==> src/rtl/pipe_ctrl_pkg.sv <==
// Shared definitions for the pipeline stall/flush controller.
package pipe_ctrl_pkg;

    localparam int unsigned REG_W_DEF       = 4;
    localparam int unsigned CNT_W_DEF       = 16;
    localparam int unsigned MEM_TIMEOUT_DEF = 255;

    typedef enum logic {
        RUN      = 1'b0,
        MEM_WAIT = 1'b1
    } state_e;

endpackage

==> src/rtl/pipe_hazard_ctrl_if.sv <==
// Pipeline-to-controller signal bundle: hazard inputs in, freeze/flush and counters out.
interface pipe_hazard_ctrl_if
    import pipe_ctrl_pkg::*;
#(
    parameter int unsigned REG_W = REG_W_DEF,
    parameter int unsigned CNT_W = CNT_W_DEF
);
    logic [REG_W-1:0] id_src1;
    logic [REG_W-1:0] id_src2;
    logic             id_use_src1;
    logic             id_use_src2;
    logic [REG_W-1:0] exe_dest;
    logic             exe_wb_en;
    logic             exe_mem_read;
    logic [REG_W-1:0] mem_dest;
    logic             mem_wb_en;
    logic             branch_taken;
    logic             mem_req;
    logic             mem_ready;
    logic             cnt_clear;
    logic             pc_freeze;
    logic             if_freeze;
    logic             if_flush;
    logic             id_flush;
    logic             pipe_freeze;
    logic             mem_timeout;
    logic [CNT_W-1:0] hazard_cnt;
    logic [CNT_W-1:0] branch_cnt;
    logic [CNT_W-1:0] memwait_cnt;

    modport master (
        output id_src1, id_src2, id_use_src1, id_use_src2,
               exe_dest, exe_wb_en, exe_mem_read, mem_dest, mem_wb_en,
               branch_taken, mem_req, mem_ready, cnt_clear,
        input  pc_freeze, if_freeze, if_flush, id_flush, pipe_freeze,
               mem_timeout, hazard_cnt, branch_cnt, memwait_cnt
    );

    modport slave (
        input  id_src1, id_src2, id_use_src1, id_use_src2,
               exe_dest, exe_wb_en, exe_mem_read, mem_dest, mem_wb_en,
               branch_taken, mem_req, mem_ready, cnt_clear,
        output pc_freeze, if_freeze, if_flush, id_flush, pipe_freeze,
               mem_timeout, hazard_cnt, branch_cnt, memwait_cnt
    );

endinterface

==> src/rtl/pipe_hazard_ctrl_sat_counter.sv <==
// Saturating up-counter with synchronous reset and clear (clear wins over increment).
module sat_counter #(
    parameter int unsigned CNT_W = 16
) (
    input  logic             clk,
    input  logic             rst,
    input  logic             clr,
    input  logic             inc,
    output logic [CNT_W-1:0] q
);

    logic [CNT_W-1:0] cnt_q;
    logic [CNT_W-1:0] cnt_d;

    always_comb begin
        cnt_d = cnt_q;
        if (clr) begin
            cnt_d = '0;
        end else if (inc && (cnt_q != '1)) begin
            cnt_d = cnt_q + CNT_W'(1);
        end
    end

    always_ff @(posedge clk) begin
        if (rst) begin
            cnt_q <= '0;
        end else begin
            cnt_q <= cnt_d;
        end
    end

    assign q = cnt_q;

endmodule

==> src/rtl/pipe_hazard_ctrl.sv <==
// Stall/flush controller for the 5-stage pipeline with memory-wait tracking.
// Build option HAZARD_FWD_EN: forwarding present, only load-use dependencies stall.
module pipe_hazard_ctrl
    import pipe_ctrl_pkg::*;
#(
    parameter int unsigned REG_W       = REG_W_DEF,
    parameter int unsigned CNT_W       = CNT_W_DEF,
    parameter int unsigned MEM_TIMEOUT = MEM_TIMEOUT_DEF
) (
    input  logic              clk,
    input  logic              rst,
    pipe_hazard_ctrl_if.slave bus
);

    localparam int unsigned WAIT_W = (MEM_TIMEOUT > 1) ? $clog2(MEM_TIMEOUT + 1) : 1;
    localparam logic [WAIT_W-1:0] WAIT_MAX = WAIT_W'(MEM_TIMEOUT);

    state_e            state_q, state_d;
    logic [WAIT_W-1:0] wait_q, wait_d;
    logic              timeout_q, timeout_d;

    logic mem_stall;
    logic data_haz;
    logic pc_freeze_c, if_freeze_c, if_flush_c, id_flush_c, pipe_freeze_c;
    logic hazard_inc, branch_inc, memwait_inc;
    logic [CNT_W-1:0] hazard_cnt, branch_cnt, memwait_cnt;

    function automatic logic raw_hit(input logic [REG_W-1:0] d, input logic en);
        return en & (((d == bus.id_src1) & bus.id_use_src1) |
                     ((d == bus.id_src2) & bus.id_use_src2));
    endfunction

    assign mem_stall = bus.mem_req & ~bus.mem_ready;

`ifdef HAZARD_FWD_EN
    logic unused_mem_stage;
    assign unused_mem_stage = ^{bus.mem_dest, bus.mem_wb_en};
    assign data_haz = raw_hit(bus.exe_dest, bus.exe_wb_en & bus.exe_mem_read);
`else
    logic unused_exe_load;
    assign unused_exe_load = bus.exe_mem_read;
    assign data_haz = raw_hit(bus.exe_dest, bus.exe_wb_en) |
                      raw_hit(bus.mem_dest, bus.mem_wb_en);
`endif

    always_ff @(posedge clk) begin
        if (rst) begin
            state_q   <= RUN;
            wait_q    <= '0;
            timeout_q <= 1'b0;
        end else begin
            state_q   <= state_d;
            wait_q    <= wait_d;
            timeout_q <= timeout_d;
        end
    end

    // Wait counter restarts on entry and saturates at the timeout threshold.
    always_comb begin
        state_d   = state_q;
        wait_d    = wait_q;
        timeout_d = timeout_q;
        case (state_q)
            RUN: begin
                if (mem_stall) begin
                    state_d = MEM_WAIT;
                    wait_d  = '0;
                end
            end
            MEM_WAIT: begin
                if (mem_stall) begin
                    wait_d = (wait_q == WAIT_MAX) ? wait_q : wait_q + WAIT_W'(1);
                    if ((MEM_TIMEOUT != 0) && (wait_d == WAIT_MAX)) begin
                        timeout_d = 1'b1;
                    end
                end else begin
                    state_d = RUN;
                end
            end
            default: state_d = RUN;
        endcase
    end

    // Priority: memory stall, then taken branch, then data hazard.
    always_comb begin
        pc_freeze_c   = 1'b0;
        if_freeze_c   = 1'b0;
        if_flush_c    = 1'b0;
        id_flush_c    = 1'b0;
        pipe_freeze_c = 1'b0;
        hazard_inc    = 1'b0;
        branch_inc    = 1'b0;
        memwait_inc   = 1'b0;
        if (!rst) begin
            if (mem_stall) begin
                pc_freeze_c   = 1'b1;
                if_freeze_c   = 1'b1;
                pipe_freeze_c = 1'b1;
                memwait_inc   = 1'b1;
            end else if (bus.branch_taken) begin
                if_flush_c = 1'b1;
                id_flush_c = 1'b1;
                branch_inc = 1'b1;
            end else if (data_haz) begin
                pc_freeze_c = 1'b1;
                if_freeze_c = 1'b1;
                id_flush_c  = 1'b1;
                hazard_inc  = 1'b1;
            end
        end
    end

    sat_counter #(.CNT_W(CNT_W)) u_hazard_cnt (
        .clk(clk), .rst(rst), .clr(bus.cnt_clear), .inc(hazard_inc), .q(hazard_cnt)
    );

    sat_counter #(.CNT_W(CNT_W)) u_branch_cnt (
        .clk(clk), .rst(rst), .clr(bus.cnt_clear), .inc(branch_inc), .q(branch_cnt)
    );

    sat_counter #(.CNT_W(CNT_W)) u_memwait_cnt (
        .clk(clk), .rst(rst), .clr(bus.cnt_clear), .inc(memwait_inc), .q(memwait_cnt)
    );

    assign bus.pc_freeze   = pc_freeze_c;
    assign bus.if_freeze   = if_freeze_c;
    assign bus.if_flush    = if_flush_c;
    assign bus.id_flush    = id_flush_c;
    assign bus.pipe_freeze = pipe_freeze_c;
    assign bus.mem_timeout = timeout_q;
    assign bus.hazard_cnt  = hazard_cnt;
    assign bus.branch_cnt  = branch_cnt;
    assign bus.memwait_cnt = memwait_cnt;

endmodule
==> src/flat_wrapper.sv <==
// flat-port wrapper written by rule: the top's interface ports become plain ports
module pipe_hazard_ctrl_flat import pipe_ctrl_pkg::*;
#(
    parameter int unsigned REG_W       = REG_W_DEF,
    parameter int unsigned CNT_W       = CNT_W_DEF,
    parameter int unsigned MEM_TIMEOUT = MEM_TIMEOUT_DEF
)
  (clk, rst, bus_id_src1, bus_id_src2, bus_id_use_src1, bus_id_use_src2, bus_exe_dest, bus_exe_wb_en, bus_exe_mem_read, bus_mem_dest, bus_mem_wb_en, bus_branch_taken, bus_mem_req, bus_mem_ready, bus_cnt_clear, bus_pc_freeze, bus_if_freeze, bus_if_flush, bus_id_flush, bus_pipe_freeze, bus_mem_timeout, bus_hazard_cnt, bus_branch_cnt, bus_memwait_cnt);
  pipe_hazard_ctrl_if #(.REG_W(REG_W), .CNT_W(CNT_W)) bus_i ();
  input  logic clk;
  input  logic rst;
  input wire logic [$bits(bus_i.id_src1)-1:0] bus_id_src1;
  input wire logic [$bits(bus_i.id_src2)-1:0] bus_id_src2;
  input wire logic [$bits(bus_i.id_use_src1)-1:0] bus_id_use_src1;
  input wire logic [$bits(bus_i.id_use_src2)-1:0] bus_id_use_src2;
  input wire logic [$bits(bus_i.exe_dest)-1:0] bus_exe_dest;
  input wire logic [$bits(bus_i.exe_wb_en)-1:0] bus_exe_wb_en;
  input wire logic [$bits(bus_i.exe_mem_read)-1:0] bus_exe_mem_read;
  input wire logic [$bits(bus_i.mem_dest)-1:0] bus_mem_dest;
  input wire logic [$bits(bus_i.mem_wb_en)-1:0] bus_mem_wb_en;
  input wire logic [$bits(bus_i.branch_taken)-1:0] bus_branch_taken;
  input wire logic [$bits(bus_i.mem_req)-1:0] bus_mem_req;
  input wire logic [$bits(bus_i.mem_ready)-1:0] bus_mem_ready;
  input wire logic [$bits(bus_i.cnt_clear)-1:0] bus_cnt_clear;
  output wire logic [$bits(bus_i.pc_freeze)-1:0] bus_pc_freeze;
  output wire logic [$bits(bus_i.if_freeze)-1:0] bus_if_freeze;
  output wire logic [$bits(bus_i.if_flush)-1:0] bus_if_flush;
  output wire logic [$bits(bus_i.id_flush)-1:0] bus_id_flush;
  output wire logic [$bits(bus_i.pipe_freeze)-1:0] bus_pipe_freeze;
  output wire logic [$bits(bus_i.mem_timeout)-1:0] bus_mem_timeout;
  output wire logic [$bits(bus_i.hazard_cnt)-1:0] bus_hazard_cnt;
  output wire logic [$bits(bus_i.branch_cnt)-1:0] bus_branch_cnt;
  output wire logic [$bits(bus_i.memwait_cnt)-1:0] bus_memwait_cnt;
  assign bus_i.id_src1 = bus_id_src1;
  assign bus_i.id_src2 = bus_id_src2;
  assign bus_i.id_use_src1 = bus_id_use_src1;
  assign bus_i.id_use_src2 = bus_id_use_src2;
  assign bus_i.exe_dest = bus_exe_dest;
  assign bus_i.exe_wb_en = bus_exe_wb_en;
  assign bus_i.exe_mem_read = bus_exe_mem_read;
  assign bus_i.mem_dest = bus_mem_dest;
  assign bus_i.mem_wb_en = bus_mem_wb_en;
  assign bus_i.branch_taken = bus_branch_taken;
  assign bus_i.mem_req = bus_mem_req;
  assign bus_i.mem_ready = bus_mem_ready;
  assign bus_i.cnt_clear = bus_cnt_clear;
  assign bus_pc_freeze = bus_i.pc_freeze;
  assign bus_if_freeze = bus_i.if_freeze;
  assign bus_if_flush = bus_i.if_flush;
  assign bus_id_flush = bus_i.id_flush;
  assign bus_pipe_freeze = bus_i.pipe_freeze;
  assign bus_mem_timeout = bus_i.mem_timeout;
  assign bus_hazard_cnt = bus_i.hazard_cnt;
  assign bus_branch_cnt = bus_i.branch_cnt;
  assign bus_memwait_cnt = bus_i.memwait_cnt;
  pipe_hazard_ctrl #(.REG_W(REG_W), .CNT_W(CNT_W), .MEM_TIMEOUT(MEM_TIMEOUT)) u_core (.clk(clk), .rst(rst), .bus(bus_i));
endmodule
==> config.mk <==
export PLATFORM = sky130hd
export DESIGN_NAME = pipe_hazard_ctrl_flat
export DESIGN_NICKNAME = d
export VERILOG_FILES = /design/src/rtl/pipe_ctrl_pkg.sv /design/src/rtl/pipe_hazard_ctrl_if.sv /design/src/rtl/pipe_hazard_ctrl_sat_counter.sv /design/src/rtl/pipe_hazard_ctrl.sv /design/src/flat_wrapper.sv
export SDC_FILE = /design/constraint.sdc
export NUM_CORES = 1
export LEC_CHECK = 0
export CORE_UTILIZATION = 35
export CTS_BUF_LIST = sky130_fd_sc_hd__clkbuf_8 sky130_fd_sc_hd__clkbuf_16
export DETAILED_ROUTE_END_ITERATION = 10
export PLACE_DENSITY = 0.59
export SYNTH_ARGS = -nofsm -noshare
export SYNTH_HDL_FRONTEND = slang
export SYNTH_HIERARCHICAL = 1
export SYNTH_SLANG_ARGS = --single-unit
==> constraint.sdc <==
create_clock -name clk -period 3.3 [get_ports clk]
set_input_delay 0.825 -clock clk [delete_from_list [all_inputs] [get_ports clk]]
set_output_delay 0.825 -clock clk [all_outputs]
set_load 0.05 [all_outputs]
Word level (Yosys, flattened, before mapping). Cells that the tools add are included.

Register bits after elaboration: 58. Output and inout bits: 54. Word-level logic and storage cells: 57.

Multiplexer cells: 18. Reductions and logical operators: 6. Bitwise operators: 12. Add/sub/neg operators: 4. Equal/unequal tests: 11.

Operators by type and width (count): adder 16 x 1 -> 16 bit (second input constant) (3); != test 16 bit (second input constant) (3); 2-to-1 mux 8 bit (3); == test 4 bit (4); == test 8 bit (second input constant) (2); one-hot mux 8 bit (2 select lines) (1); 2-to-1 mux 1 bit (14); adder 8 x 1 -> 8 bit (second input constant) (1); AND 1 bit (7); logical AND 1 bit (3); OR 1 bit (3); AND reduction 3 bit (1); != test 2 x 1 -> 1 bit (second input constant) (1); != test 2 bit (second input constant) (1); inverter 1 bit (2); AND reduction 2 bit (1); OR reduction 2 bit (1).

Logic depth before layout (Yosys ltp). Gate-level depths: netlist (run 1).

Word-level depth: 10. Gate-level depth with buffers: 10. Gate-level depth less buffers: 9.

Hierarchy. Netlist (run 1), hierarchy kept.

Modules (own cells, without submodules): sat_counter (instances 3, sequential area each 320.3 µm², cells each 102, area an instance 917.1 µm²); pipe_hazard_ctrl (instances 1, sequential area each 200.2 µm², cells each 100, area an instance 795.8 µm²).

Worst setup path before layout (run 1). Ideal clock, no wire load.

Path type: input to output. From: input bus_id_src1[1]. To: output bus_pc_freeze. Arrival: 2.961 ns. Path buffers: 1. Setup slack: -0.486 ns. Data required time: 2.475 ns. Stages on the path: 5. Path through: xor2_1 nor4_1 nor4_1 o31ai_1 buf_4.

Word-level cells in the longest chain between the ends: 9. Elaborated cells between the ends (all ways): 13. Those cells by class: 2 x eq/ne; 4 x mux; 7 x bitwise.

Ends and longest elaborated chain: from (decl) (RTL line flat_wrapper.sv:12) `input wire logic [$bits(bus_i.id_src1)-1:0] bus_id_src1;`; == test 4 bit (RTL line pipe_hazard_ctrl.sv:29) `return en & (((d == bus.id_src1) & bus.id_use_src1) |`; AND 1 bit (RTL line pipe_hazard_ctrl.sv:29); OR 1 bit (RTL line pipe_hazard_ctrl.sv:29); AND 1 bit (RTL line pipe_hazard_ctrl.sv:29); OR 1 bit (*) (RTL line pipe_hazard_ctrl.sv:42) `assign data_haz = raw_hit(bus.exe_dest, bus.exe_wb_en) |`; 2-to-1 mux 1 bit (*) (4 in series); to (decl) (RTL line flat_wrapper.sv:25) `output wire logic [$bits(bus_i.pc_freeze)-1:0] bus_pc_freeze;`.

Mark *: on every way between the ends. The rest lies on a longest branch, timed or not.

Final worst setup path (run 1).
From: input bus_exe_wb_en. To: output bus_if_freeze.

Word-level cells in the longest chain between the ends: 6.

Ends and longest elaborated chain: from (decl) (RTL line flat_wrapper.sv:17) `input wire logic [$bits(bus_i.exe_wb_en)-1:0] bus_exe_wb_en;`; AND 1 bit (RTL line pipe_hazard_ctrl.sv:29); OR 1 bit (RTL line pipe_hazard_ctrl.sv:42); 2-to-1 mux 1 bit (RTL line pipe_hazard_ctrl.sv:104) `end else if (data_haz) begin`; 2-to-1 mux 1 bit (RTL line pipe_hazard_ctrl.sv:100) `end else if (bus.branch_taken) begin`; 2-to-1 mux 1 bit (RTL line pipe_hazard_ctrl.sv:95) `if (mem_stall) begin`; 2-to-1 mux 1 bit (RTL line pipe_hazard_ctrl.sv:94) `if (!rst) begin`; to (decl) (RTL line flat_wrapper.sv:26) `output wire logic [$bits(bus_i.if_freeze)-1:0] bus_if_freeze;`.

Every way passes these cells.

==> results of run 1 <==
## metal layers
layer | up-vias | routed length, um | part of all wire, % | GRT usage, %
li1 | 1709 | - | - | -
met2 | 81 | 4280 | 48 | 28.8
met1 | 1558 | 4000 | 45 | 20.5
met4 | 0 | 140 | 1.6 | 7.03
met5 | - | 0 | 0 | 0
met3 | 13 | 416 | 4.7 | 3.25
## critical path: stages
cell	delay, ns
clkdlybuf4s50_1	0.49
nand3_1	0.09
nor4_2	0.28
nor4_2	0.12
o31ai_2	0.25
buf_4	0.17
buf_12	0.13
## stage by stage
stage	hold slack [ns]	total power [mW]	area (um2)	setup TNS, ns
global route	0.526	1.59	4810	-0.00301
CTS	0.497	1.54	4730	0
floorplan	0.490	0.783	3550	0
detailed placement	0.480	0.864	4510	-0.713
finish	0.497	1.52	4810	0
global placement	0.479	0.862	4510	-0.370
## kinds of logic after synthesis
| kind of cell | share of synthesized area (%) |
|---|---|
| and+or+nand+nor | 30.3 |
| AOI/OAI and AO/OA | 20.7 |
| DFF | 32.7 |
| buffers and inverters | 5.08 |
| xor gates and xnor gates | 4.69 |
| muxes | 5.08 |
| adders and majority gates | 1.41 |
## power by group through the flow
| stage | logic (mW) | registers, mW | clock network, mW |
|---|---|---|---|
| finish | 0.148 | 0.703 | 0.666 |
| global route | 0.159 | 0.703 | 0.727 |
| CTS | 0.147 | 0.703 | 0.694 |
| detailed placement | 0.145 | 0.719 | 0 |
| global placement | 0.142 | 0.719 | 0 |
| floorplan | 0.0619 | 0.722 | 0 |
## what timing repair did
action / 4_1_cts / 5_1_grt
endpoints found under the hold margin: 0 / 0
endpoints found under the setup margin: 3 / 3
hold buffers: 0 / 0
gates resized for setup: 2 / 22
pin swaps: 1 / 9
## worst min path at each step
| stage | endpoint | cells after the start | slack (ns) | from |
|---|---|---|---|---|
| floorplan | u_core/wait_q[1]$_SDFFE_PP0P_ | 1 | 0.49 | u_core/wait_q[1]$_SDFFE_PP0P_ |
| global placement | u_core/bus.mem_timeout$_SDFFE_PP0P_ | 2 | 0.48 | u_core/bus.mem_timeout$_SDFFE_PP0P_ |
| detailed placement | u_core/bus.mem_timeout$_SDFFE_PP0P_ | 2 | 0.48 | u_core/bus.mem_timeout$_SDFFE_PP0P_ |
| CTS | u_core/bus.mem_timeout$_SDFFE_PP0P_ | 2 | 0.50 | u_core/bus.mem_timeout$_SDFFE_PP0P_ |
| global route | u_core/u_branch_cnt/q[5]$_SDFFE_PP0P_ | 2 | 0.53 | u_core/u_branch_cnt/q[5]$_SDFFE_PP0P_ |
| finish | u_core/bus.mem_timeout$_SDFFE_PP0P_ | 2 | 0.50 | u_core/bus.mem_timeout$_SDFFE_PP0P_ |
## cells in the final DEF, fill, tap and decap left out, types with 6 or more instances in the layout
cell             count
a2111o_1             6
and2_2               6
and2_1               7
or3_2                9
o21ai_0             17
nor3_1               7
nand2_1             44
a21oi_1             27
and3_1              10
and3_4               6
clkdlybuf4s50_1     58
nand4_1             11
inv_1                9
dlymetal6s2s_1      16
dfxtp_1             58
nor2_1              10
buf_4               13
a31oi_1             12
or3_1               12
xor2_1              11
nand3_1             23
mux2i_1             18
a211oi_1             9
clkbuf_8            11
o21ai_1              6
## layout make-up
cell class | instances | area (um2)
clock buffer | 11 | 151
clock inverter | 5 | 52.6
fill | 989 | 5010
inverter | 9 | 33.8
multi-input combinational | 321 | 2270
sequential | 58 | 1160
tap | 133 | 166
timing repair buffer | 92 | 978
## sequential cells by signal, indices dropped and copies added, names as in the netlist
name and cells:
u_core/u_branch_cnt/q 16, u_core/u_hazard_cnt/q 16, u_core/bus.mem_timeout 1, u_core/wait_q 8
u_core/u_memwait_cnt/q 16, u_core/state_q 1
==> results.yml, run 1 <==
place:
  io_buffers: 79
  dp.cells: 613
  gpl.final_weighted_congestion: 0.856
  dpl.hpwl_um: 6500
  pre_cts_ws_ns: -0.168
clock_network:
  cts_tree: "yes"
  cts.sinks: 58
  postCtsSetupBuffers: 0
  numCtsBuffers: 9
  path_clk_slew_ns: 0.07
  h-tree-depth: 3
  cts_root_buf: "clkbuf_8"
  worstSkewPairLatency_ns: 0.33
  clockBufferDepth: 2
synthesis:
  synth.yosys.warnings: 6
  synthFlopType: "dfxtp_1"
  synth_area_per_cell_um2: 8.74
  synthMostInstantiatedCell: "dfxtp_1"
  synth_top_area_share_pct: 32.7
  ys_seq_elements: 58
  yosysTopAreaCell: "dfxtp_1"
  async_flop_share_pct: 0
  synth.top_cells.by_area: "dfxtp_1, mux2i_1, nand2_1, a21oi_1, xor2_1"
  syn_area_um2: 3550
  synthTopCellsByCount: "dfxtp_1, nand2_1, a21oi_1"
  syn_nets: 437
  synth_edf_count: 0
  ys_types: 53
  synthCells: 406
  synth_seq_area_share_pct: 32.7
detailed_routing:
  ant_nets: 0
  routed-via-count: 3361
  routedWlPerCell_um: 14.0
  first_pass_iters: 5
  viasPerCell: 5.34
  drt_iter0_drc: 131
  routed_wl_um: 8840
  drc: 0
sta:
  clock_skew_ns: 0.00764
  post-route-period-util_pct: 96.7
  finalMaxSlewViolations: 0
  hold_viol: 0
  worst_slew_pin_slew_ns: 0.544
  relSlewSlack_pct: 63.6
  fin_crit_ns: 3.19
  fin_ws_ns: 0.107
  setup_viol: 0
  max_freq_mhz: 313
global_routing:
  grtUsageTotal_pct: 16.8
  grt_pass1_wl_um: 14000
  antenna_found_initial: 0
  gr-total-overflow: 0
  grt_max_degree: 23
  first_global_vias: 3057
layout:
  post-route-util_pct: 49.0
  finalNonFillerCells: 629
  area_growth_pct: 35.6
  drive_above_1_share_pct: 17.7
  antenna_cells: 0
  fin_nets: 522
critical_path:
  endpoint: "bus_if_freeze"
  path_max_fanout: 3
  crit_start: "bus_exe_wb_en"
  r2r_start: "u_core/u_branch_cnt/q[13]$_SDFFE_PP0P_"
  cp-end-kind: "primary output"
  crit_required_ns: 2.47
  r2r_end: "u_core/u_branch_cnt/q[1]$_SDFFE_PP0P_"
  startpoint_type: "input port"
  reg2reg_depth: 4
  ff2ff_setup_slack_ns: 1.56
  cp.arrival_ns: 2.37
  timing_worst_setup_path_type: "input port to primary output"
power_and_ir_drop:
  p_leak_nw: 1.80
  switching_share_pct: 23.7
  vdd_drop_max_v: 0.000192
  p_sw_uw: 360
  power_frac_comb_pct: 9.8
  seqPwrFrac_pct: 46.3
  power.density_cell_area_nw_per_um2: 316
  internal_power_mw: 1.16
  pwr-share-clk_pct: 43.9
floorplan:
  die_area_um2: 10500
  rows: 36
  die_w_um: 103
  start_util_pct: 36.1
  die_h_um: 103
  top_level_ports: 81
  core_um2: 9820
flow_run:
  max_cap_viol_count: 0
hold_path:
  min-delay-path-class: "register to register"
outcome:
  run_status: "complete, no violations"
(Power assumes the default switching activity.)
==> run 2, diff against run 1 <==
--- a/config.mk
+++ b/config.mk
@@ -8,7 +8,7 @@
 export CORE_UTILIZATION = 35
 export CTS_BUF_LIST = sky130_fd_sc_hd__clkbuf_8 sky130_fd_sc_hd__clkbuf_16
 export DETAILED_ROUTE_END_ITERATION = 10
-export PLACE_DENSITY = 0.59
+export PLACE_DENSITY = 0.61
 export SYNTH_ARGS = -nofsm -noshare
 export SYNTH_HDL_FRONTEND = slang
 export SYNTH_HIERARCHICAL = 1
==> constraint.sdc (replaced) <==
create_clock -name clk -period 2.8 [get_ports clk]
set_input_delay 0.7 -clock clk [delete_from_list [all_inputs] [get_ports clk]]
set_output_delay 0.7 -clock clk [all_outputs]
set_load 0.05 [all_outputs]
==> results.yml, run 2 (synthesis results as in run 1) <==
outcome:
  run_status: "complete, no violations"
critical_path:
  r2r_end: "u_core/u_hazard_cnt/q[1]$_SDFFE_PP0P_"
  cp.arrival_ns: 2.03
  ff2ff_setup_slack_ns: 1.04
  crit_start: "bus_id_src2[2]"
  cp-end-kind: "primary output"
  r2r_start: "u_core/u_hazard_cnt/q[13]$_SDFFE_PP0P_"
  reg2reg_depth: 5
  startpoint_type: "input port"
  crit_required_ns: 2.10
  endpoint: "bus_if_freeze"
  timing_worst_setup_path_type: "input port to primary output"
  path_max_fanout: 2
clock_network:
  cts.sinks: 58
  cts_tree: "yes"
  numCtsBuffers: 9
  worstSkewPairLatency_ns: 0.33
  clockBufferDepth: 2
  cts_root_buf: "clkbuf_8"
  h-tree-depth: 3
  path_clk_slew_ns: 0.06
place:
  placed_area_um2: 4580
  pre_cts_ws_ns: -0.516
  gpl.final_weighted_congestion: 0.820
  io_buffers: 79
  dpl.hpwl_um: 6380
  dp.cells: 620
flow_run:
  max_cap_viol_count: 0
sta:
  fin_ws_ns: 0.0710
  fin_crit_ns: 2.73
  setup_viol: 0
  worst_slew_pin_slew_ns: 0.767
  max_freq_mhz: 366
  hold_viol: 0
  finalMaxSlewViolations: 0
  hold_slack_ns: 0.501
  tns_ns: 0
  rsz0062_at_grt: "no"
  post-route-period-util_pct: 97.5
  relSlewSlack_pct: 48.7
  clock_skew_ns: 0.0117
detailed_routing:
  drc: 0
  ant_nets: 0
  routed_wl_um: 8830
  first_pass_iters: 4
  routedWlPerCell_um: 13.8
  routed-via-count: 3389
  viasPerCell: 5.31
  drt_iter0_drc: 116
power_and_ir_drop:
  internal_power_mw: 1.53
  power_mw: 1.98
  p_leak_nw: 1.79
  p_sw_uw: 450
  pwr-share-clk_pct: 48.0
  seqPwrFrac_pct: 41.8
  power_frac_comb_pct: 10.2
  vdd_drop_max_v: 0.000220
  power.density_cell_area_nw_per_um2: 393
  switching_share_pct: 22.7
floorplan:
  top_level_ports: 81
  die_h_um: 103
  die_area_um2: 10500
  core_um2: 9820
  rows: 36
  start_util_pct: 36.1
  die_w_um: 103
global_routing:
  grtUsageTotal_pct: 17.4
  first_global_vias: 3133
  gr-total-overflow: 0
  grt_max_degree: 22
  antenna_found_initial: 0
  grt_pass1_wl_um: 14500
layout:
  post-route-util_pct: 51.4
  area_growth_pct: 42.3
  final_common_cell: "dfxtp_1"
  fill_cells: 978
  layout_common_cells: "dfxtp_1, clkdlybuf4s50_1, nand2_1, a21oi_1, buf_4"
  fin_nets: 531
  finalNonFillerCells: 638
  final_cell_area_um2: 5050
  drive_above_1_share_pct: 25.1
  antenna_cells: 0
hold_path:
  min-delay-path-class: "register to register"
-- run 2: changes by cell type in the layout (fill, tap and decap cells not counted), moves of 5 or more --
cell and change:
xor2_2 +6, dlygate4sd2_1 +5, xor2_1 -6, nand3_1 -5, nor4_2 -5, nor4_4 +5
buf_4 +11, dlymetal6s2s_1 -16, clkdlybuf4s15_2 +5
-- run 2: worst min path at each step --
stage / start / endpoint / cells after the start
6_report: u_core/bus.mem_timeout$_SDFFE_PP0P_ / u_core/bus.mem_timeout$_SDFFE_PP0P_ / 2
5_1_grt: u_core/bus.mem_timeout$_SDFFE_PP0P_ / u_core/bus.mem_timeout$_SDFFE_PP0P_ / 2
4_1_cts: u_core/u_branch_cnt/q[5]$_SDFFE_PP0P_ / u_core/u_branch_cnt/q[5]$_SDFFE_PP0P_ / 2
3_5_place_dp: u_core/u_hazard_cnt/q[1]$_SDFFE_PP0P_ / u_core/u_hazard_cnt/q[1]$_SDFFE_PP0P_ / 2
3_3_place_gp: u_core/bus.mem_timeout$_SDFFE_PP0P_ / u_core/bus.mem_timeout$_SDFFE_PP0P_ / 2
2_1_floorplan: u_core/wait_q[1]$_SDFFE_PP0P_ / u_core/wait_q[1]$_SDFFE_PP0P_ / 1
-- run 2: power by group through the flow --
stage	Clock [mW]	Combinational (mW)	Sequential [mW]
3_5_place_dp	0	0.174	0.848
5_1_grt	1.01	0.217	0.829
2_1_floorplan	0	0.0743	0.850
4_1_cts	0.981	0.200	0.829
6_report	0.950	0.202	0.829
3_3_place_gp	0	0.171	0.848
-- run 2: critical path, stage by stage --
cell and delay [ns]:
buf_4 0.13, xnor2_2 0.16, nand3_2 0.11, nor4_4 0.33, nor4_4 0.09, o31ai_4 0.32, buf_12 0.19
-- run 2: layer usage --
layer  up-vias  GRT usage (%)  wire, um
li1       1712              -         -
met1      1591           22.8      4190
met2        80           28.5      4090
met3         6           4.47       507
met4         0           4.29        46
met5         -              0         0
-- run 2: final cells by class --
type / count / area [um2] / share of cell area [%]
multi-input combinational: 321 / 2450 / 48.6
inverter: 9 / 33.8 / 0.669
clock inverter: 6 / 106 / 2.11
timing repair buffer: 101 / 987 / 19.6
clock buffer: 10 / 138 / 2.73
tap: 133 / 166 / 3.30
sequential: 58 / 1160 / 23.0
-- run 2: timing repair --
action                     CTS  global route
setup endpoints to repair   11            11
setup buffers                2             0
pin swaps                   14             1
gates resized for setup     82             9
hold buffers                 0             0
==> run 3, diff against run 2 <==
--- a/config.mk
+++ b/config.mk
@@ -8,7 +8,9 @@
 export CORE_UTILIZATION = 35
 export CTS_BUF_LIST = sky130_fd_sc_hd__clkbuf_8 sky130_fd_sc_hd__clkbuf_16
 export DETAILED_ROUTE_END_ITERATION = 10
+export GPL_TIMING_DRIVEN = 0
 export PLACE_DENSITY = 0.61
+export SETUP_SLACK_MARGIN = 0.1
 export SYNTH_ARGS = -nofsm -noshare
 export SYNTH_HDL_FRONTEND = slang
 export SYNTH_HIERARCHICAL = 1
==> results.yml, run 3 (synthesis results as in run 1) <==
place:
  dpl.hpwl_um: 6330
  dp.cells: 618
  io_buffers: 79
  gpl.final_weighted_congestion: 0.776
critical_path:
  crit_family: "simple AND/OR/NAND/NOR gates"
  cp-end-kind: "primary output"
  crit_slowest_cell: "nor4_4"
  r2r_start: "u_core/u_branch_cnt/q[0]$_SDFFE_PP0P_"
  crit_required_ns: 2.10
  startpoint_type: "input port"
  cp.arrival_ns: 1.96
  crit_buf_inv: 3
  reg2reg_depth: 5
  r2r_end: "u_core/u_branch_cnt/q[10]$_SDFFE_PP0P_"
  crit_chain: "clkbuf_2 -> xor2_2 -> nor4_4 -> nor4_4 -> o31ai_4 -> buf_4 -> buf_8"
  path_max_fanout: 3
  cp_slowest_stage_delay_ns: 0.33
  timing_worst_setup_path_type: "input port to primary output"
  ff2ff_setup_slack_ns: 1.16
  crit_path_frequent_cell: "nor4_4"
layout:
  antenna_cells: 0
  layout_common_cells: "dfxtp_1, clkdlybuf4s50_1, nand2_1, a21oi_1, nand3_1"
  area_growth_pct: 40.0
  post-route-util_pct: 50.6
  fin_nets: 531
  final_common_cell: "dfxtp_1"
  fill_cells: 963
  finalNonFillerCells: 638
  drive_above_1_share_pct: 25.0
sta:
  post-route-period-util_pct: 95.2
  finalMaxSlewViolations: 0
  worst_slew_pin_slew_ns: 0.742
  clock_skew_ns: 0.0108
  rsz0062_at_grt: "yes"
  tns_ns: 0
  setup_viol: 0
  relSlewSlack_pct: 50.4
  max_freq_mhz: 375
  hold_viol: 0
  fin_crit_ns: 2.66
detailed_routing:
  routed_wl_um: 9080
  first_pass_iters: 4
  routed-via-count: 3437
  viasPerCell: 5.39
  routedWlPerCell_um: 14.2
  ant_nets: 0
  drt_iter0_drc: 108
  drc: 0
power_and_ir_drop:
  vdd_drop_max_v: 0.000215
  p_leak_nw: 1.77
  power.density_cell_area_nw_per_um2: 380
hold_path:
  holdPathEnd: "u_core/u_branch_cnt/q[5]$_SDFFE_PP0P_"
  hold_depth: 2
  min-delay-path-class: "register to register"
  hp-start: "u_core/u_branch_cnt/q[5]$_SDFFE_PP0P_"
global_routing:
  grt_pass1_wl_um: 15200
  gr-total-overflow: 0
  antenna_found_initial: 0
  first_global_vias: 3283
  grt_max_degree: 27
  grtUsageTotal_pct: 18.1
clock_network:
  h-tree-depth: 3
  clockBufferDepth: 2
  path_clk_slew_ns: 0.07
  cts_root_buf: "clkbuf_8"
  worstSkewPairLatency_ns: 0.34
  cts_hold_buffers: 0
  numCtsBuffers: 9
  cts.sinks: 58
  cts_tree: "yes"
floorplan:
  die_w_um: 103
  rows: 36
  die_h_um: 103
  core_um2: 9820
  die_area_um2: 10500
  start_util_pct: 36.1
  top_level_ports: 81
outcome:
  run_status: "complete, no violations"
flow_run:
  max_cap_viol_count: 0
## run 3: how the worst max path moves through the flow
| stage | start | end | slack, ns | cells past startpoint |
|---|---|---|---|---|
| finish | bus_mem_dest[3] | bus_pc_freeze | 0.14 | 7 |
| global route | bus_exe_dest[0] | bus_pc_freeze | 0.06 | 8 |
| CTS | bus_mem_ready | u_core/u_hazard_cnt/q[9]$_SDFFE_PP0P_ | 0.02 | 9 |
| detailed placement | rst | bus_if_flush | -1.29 | 5 |
| global placement | rst | bus_if_flush | -1.29 | 5 |
| floorplan | bus_mem_ready | bus_pc_freeze | 0.04 | 5 |
## run 3: area by class of cell
type | count | area, um2 | area share (%)
Inverter | 9 | 33.8 | 0.680
Buffer | 18 | 148 | 2.97
Multi-Input combinational cell | 321 | 2460 | 49.6
Timing Repair Buffer | 83 | 776 | 15.6
Clock inverter | 6 | 81.3 | 1.64
Sequential cell | 58 | 1160 | 23.4
Clock buffer | 10 | 138 | 2.77
Tap cell | 133 | 166 | 3.35
## run 3: timing repair
action / 4_1_cts / 5_1_grt
endpoints found under the setup margin: 46 / 14
buffers inserted: 0 / 4
pin swaps: 22 / 11
gates resized for setup: 115 / 30
## run 3: report_power, final
part | switching [mW] | total, mW | internal, mW
clock | 0.349 | 0.868 | 0.519
combinational | 0.111 | 0.191 | 0.0802
sequential | 0.00256 | 0.829 | 0.826
total | 0.462 | 1.89 | 1.43
## run 3: metal layers
metal,up-vias,track usage [%],share of wire [%],wire length [um]
met5,-,0,0,0
met4,0,6.15,0.85,77
met3,6,3.66,5.3,479
met2,78,30.3,47,4270
met1,1634,23.3,47,4250
li1,1719,-,-,-
## run 3: stage by stage
stage	total power [mW]	hold WS, ns	setup WS, ns	cell area (um2)
4_1_cts	1.89	0.496	0.0225	4900
3_5_place_dp	1.00	0.481	-1.29	4520
2_1_floorplan	0.925	0.490	0.0415	3570
3_3_place_gp	1.00	0.478	-1.29	4520
6_report	1.89	0.508	0.135	4970
5_1_grt	1.96	0.529	0.0641	4970
## run 3: worst reg2reg max path, cell delays in order, from the launching register on
cell and delay [ns]:
dfxtp_1 0.45, ha_1 0.24, and4_4 0.26, nand3_1 0.13
or3_1 0.36, a21oi_1 0.13
